<file path="src/rtl/cache_perf_counters.sv">
// Multi-channel event-counter bank for the L1 cache subsystem.
// Saturating or wrapping live counters, shadow snapshot and a registered read port.
module cache_perf_counters #(
  parameter int NUM_CH   = 4,
  parameter int CNT_W    = 32,
  parameter int SAT_MODE = 1,
  parameter int SEL_W    = (NUM_CH > 1) ? $clog2(NUM_CH) : 1
) (
  input  logic              clk_i,
  input  logic              rst_i,
  input  logic [NUM_CH-1:0] evt_i,
  input  logic              enable_i,
  input  logic              clear_i,
  input  logic              snap_i,
  input  logic              rd_en_i,
  input  logic              rd_src_i,
  input  logic [SEL_W-1:0]  rd_sel_i,
  output logic [CNT_W-1:0]  rd_data_o,
  output logic              rd_valid_o,
  output logic [NUM_CH-1:0] ovf_o,
  output logic              snap_valid_o
);

  logic [CNT_W-1:0] cnt    [NUM_CH];
  logic [CNT_W-1:0] shadow [NUM_CH];
  logic [CNT_W-1:0] rd_mux;

  // Unmatched select values (>= NUM_CH) fall through to zero.
  always_comb begin
    rd_mux = '0;
    for (int unsigned k = 0; k < NUM_CH; k++) begin
      if (rd_sel_i == SEL_W'(k)) begin
        rd_mux = rd_src_i ? shadow[k] : cnt[k];
      end
    end
  end

  always_ff @(posedge clk_i) begin
    if (rst_i) begin
      for (int unsigned k = 0; k < NUM_CH; k++) begin
        cnt[k]    <= '0;
        shadow[k] <= '0;
      end
      ovf_o        <= '0;
      snap_valid_o <= 1'b0;
      rd_valid_o   <= 1'b0;
      rd_data_o    <= '0;
    end else begin
      for (int unsigned k = 0; k < NUM_CH; k++) begin
        // Shadow takes the register value before this edge's clear/increment.
        if (snap_i) begin
          shadow[k] <= cnt[k];
        end
        if (clear_i) begin
          cnt[k]   <= '0;
          ovf_o[k] <= 1'b0;
        end else if (enable_i && evt_i[k]) begin
          if (cnt[k] != '1) begin
            cnt[k] <= cnt[k] + CNT_W'(1);
          end else begin
            ovf_o[k] <= 1'b1;
            if (SAT_MODE == 0) begin
              cnt[k] <= '0;
            end
          end
        end
      end

      if (snap_i) begin
        snap_valid_o <= 1'b1;
      end else if (clear_i) begin
        snap_valid_o <= 1'b0;
      end

      rd_valid_o <= rd_en_i;
      if (rd_en_i) begin
        rd_data_o <= rd_mux;
      end
    end
  end

endmodule

</file>
<file path="config.mk">
export PLATFORM = sky130hd
export DESIGN_NAME = cache_perf_counters
export DESIGN_NICKNAME = d
export VERILOG_FILES = /design/src/rtl/cache_perf_counters.sv
export SDC_FILE = /design/constraint.sdc
export NUM_CORES = 1
export LEC_CHECK = 0
export CORE_MARGIN = 1.5
export CORE_UTILIZATION = 35
export DETAILED_ROUTE_END_ITERATION = 7
export GPL_TIMING_DRIVEN = 0
export PLACE_DENSITY = 0.61
export SYNTH_ARGS = -nofsm -noshare
export SYNTH_HDL_FRONTEND = slang
export SYNTH_SLANG_ARGS = --single-unit
</file>
<file path="constraint.sdc">
create_clock -name clk_i -period 11.7 [get_ports clk_i]
set_input_delay 1.755 -clock clk_i [delete_from_list [all_inputs] [get_ports clk_i]]
set_output_delay 1.755 -clock clk_i [all_outputs]
set_load 0.02 [all_outputs]
</file>
==> flow_summary.yaml <==
critical_path:
  r2r_start: "cnt[1][0]"
  cp_top_family: "buffers and inverters"
  path_buf_inv: 3
  critical_path.slowest_cell: "clkbuf_1"
  cp_max_fo: 32
  crit_path_cell_trace: "clkdlybuf4s50_1 -> nor2_1 -> clkbuf_1 -> nand3_1 -> a31o_4 -> buf_6 -> nand2_2"
  cp_slowest_stage_delay_ps: 620
  cp-end-kind: "register"
  startpoint_type: "input port"
  crit_path_start: "clear_i"
  critical_path_class: "in2reg"
  arrival_ps: 4420
  worstPathRequired_ps: 11890
yosys:
  ys.flop_type: "edfxtp_1"
  syn_area_mm2: 0.0149
  synthSimpleGateAreaFrac_pct: 18.9
  synth-xor-area-share_pct: 6.77
  synth.avg_cell_area_um2: 11.8
  synth-edff-count: 256
  syn_nets: 1277
  synthMuxAreaShare_pct: 8.81
  async_reset_ff_share_pct: 0
  synth_top_family_by_area: "simple AND/OR/NAND/NOR gates"
  synth_cell_types: 47
  synth_adder_area_share_pct: 0.336
  seq_area_frac_synth_pct: 56.8
  synth_compound_area_share_pct: 5.01
  yosys_warnings: 0
  synth_cells: 1260
  synth-seq-cells: 294
min_path:
  min_from: "ovf_o[3]"
  holdCritPathClass: "reg2reg"
routing:
  drc: 0
  met2_length_um: 18900
  dr.pass1.iters: 5
  vias: 10200
  drt-total-wl_um: 39800
  dr.first_iter.drc_count: 1128
  detail-route-antenna-nets: 0
  wl_per_cell_um: 20.9
  detail_route.vias_per_cell: 5.35
  routed-wl-met3_um: 2290
  top_layer: "met4"
  wl_met1_um: 17600
die:
  die-area_mm2: 0.0437
  row_count: 75
  io_pins: 51
  die_h_um: 209
  fp.dieW_um: 209
  core_mm2: 0.0419
  start_util_pct: 35.5
cts:
  cts_resized: 0
  clk_latency_ps: 570
  cts_hold_buf: 0
  htree_levels: 1
  cts.path.max_buffers: 3
  cts_root_buf: "clkbuf_16"
  cts_sinks: 294
  cts_tree: "done"
  clkTransAtPathRegs_ps: 60
  numCtsBuffers: 31
  cts_post_setup_buffers_inserted: 0
place:
  dpl_cell_area_mm2: 0.0161
  hpwl_um: 28300
  dp_worst_setup_slack_ps: 6410
  gp_congestion: 0.930
  port_buffers: 47
global_route:
  grt_start_max_net_pins: 66
  grt_pass1_vias: 9796
  grt-ovfl-total: 0
  grt_first_pass_wirelength_um: 60800
  antenna_found_initial: 0
  grtUsageTotal_pct: 18.3
sta:
  period_minus_slack_ps: 4230
  slew_viol_final: 0
  skew_ps: 8.24
  fin_ws_ps: 7470
  finalHoldViolations: 0
  fmax_mhz: 237
  whs_ps: 470
  grt_setup_unrepaired: "false"
  setup_violations: 0
  max_slew_margin_pct: 17.2
  worst_slew_pin_slew_ps: 1230
  post-route-period-util_pct: 36.1
  finalSetupTns_ps: 0
finish:
  antenna-diode-count: 0
  finalInstanceArea_mm2: 0.0171
  utilization_pct: 40.9
  syn_to_final_growth_pct: 15.2
  nets: 1360
  drive_gt1_share_pct: 10.4
power_and_ir_drop:
  power_density_mw_per_mm2: 143
  ir_worst_vdd_mv: 0.0895
  power.leakage_nw: 6.05
outcome:
  outcome: "finished clean"
job:
  cap_violations: 0
==> synthesized netlist by cell type, types with 2 or more instances <==
master / count / area [um2]
nor4_1: 7 / 43.8
or3_1: 3 / 18.8
edfxtp_1: 256 / 7690
and4_1: 12 / 105
a221oi_1: 12 / 105
a311oi_1: 12 / 105
o31ai_1: 3 / 22.5
nor3_1: 20 / 100
a211oi_1: 17 / 128
nand4_2: 2 / 25.0
ha_1: 4 / 50.1
nor2b_1: 2 / 12.5
and2_1: 136 / 851
a22oi_1: 3 / 22.5
xnor2_1: 41 / 359
a21oi_1: 7 / 35.0
dfxtp_1: 38 / 761
o21ai_0: 11 / 55.1
or2_2: 2 / 12.5
nand2_1: 66 / 248
buf_4: 4 / 30.0
o21bai_1: 2 / 15.0
a31oi_1: 2 / 12.5
mux4_2: 34 / 766
nand3_1: 52 / 260
buf_6: 3 / 33.8
mux2i_1: 41 / 410
buf_2: 27 / 135
nand4_1: 39 / 244
clkbuf_1: 46 / 173
mux2_2: 12 / 135
nor2_1: 175 / 657
and3_1: 24 / 150
inv_1: 34 / 128
xor2_1: 74 / 648
o211ai_1: 26 / 195
==> routing by layer <==
layer | track usage [%] | up-vias
li1 | - | 4736
met1 | 25.6 | 5100
met2 | 29.7 | 310
met3 | 2.54 | 53
met4 | 5.45 | 0
met5 | 0 | -
==> logic make-up after synthesis <==
logic type / count (synthesis)
muxes: 87
adders and majority gates: 4
buffers and inverters: 114
AOI/OAI and AO/OA: 99
xor gates and xnor gates: 115
DFF: 294
and+or+nand+nor: 547
==> flip-flops by register name, summed over array words and instances, names as in the netlist <==
name / cells
cnt: 128
shadow: 128
rd_data_o: 32
ovf_o: 4
rd_valid_o: 1
snap_valid_o: 1
==> final timing paths <==
check	to	slack [ps]	cells after the start
worst max-delay path	cnt[1][12]	7470	7
worst max register to register	cnt[1][12]	8390	7
worst min-delay path	ovf_o[3]	470	2
worst min register to register	ovf_o[3]	470	2
==> metrics by stage <==
stage | total power, mW | cells
after floorplan | 1.38 | 1260
after global placement | 1.47 | 1846
after detailed placement | 1.48 | 1849
after CTS | 2.46 | 1906
after global routing | 2.52 | 1906
final | 2.44 | 1906
==> power breakdown <==
group          leakage, nW  switching (mW)  internal (mW)
Sequential            3.17          0.0475           1.20
Combinational         2.38           0.126         0.0836
Clock                0.496           0.409          0.580
Total                 6.05           0.582           1.86
==> tightest hold or removal path: stages (launching register included) <==
cell and delay, ps:
dfxtp_1 320, nand2_1 50, o31ai_1 50
==> placed cells by master (no fill, tap or decap), types with 4 or more instances in the layout <==
cell and count:
edfxtp_1 256, nor2_1 175, and2_1 136, xor2_1 74
nand2_1 63, clkbuf_1 59, nand3_1 52, clkdlybuf4s50_1 47
xnor2_1 41, mux2i_1 41, nand4_1 39, dfxtp_1 38
inv_1 34, mux4_2 34, clkbuf_16 32, buf_2 27
o211ai_1 26, and3_1 24, nor3_1 20, a211oi_1 17
and4_1 12, a221oi_1 12, mux2_2 12, a311oi_1 12
o21ai_0 10, clkbuf_8 9, nor4_1 7, a21oi_1 7
buf_4 4, ha_1 4
==> area by class of cell <==
class	instances	area, um2
multi-input cells	852	5950
fillers	3884	24800
repair buffers	50	553
well taps	539	674
inverters	34	128
clock inverters	3	40.0
clock buffers	54	973
plain buffers	80	372
flip-flops and latches	294	8450
No activity file was read; power rests on OpenSTA's default activity.
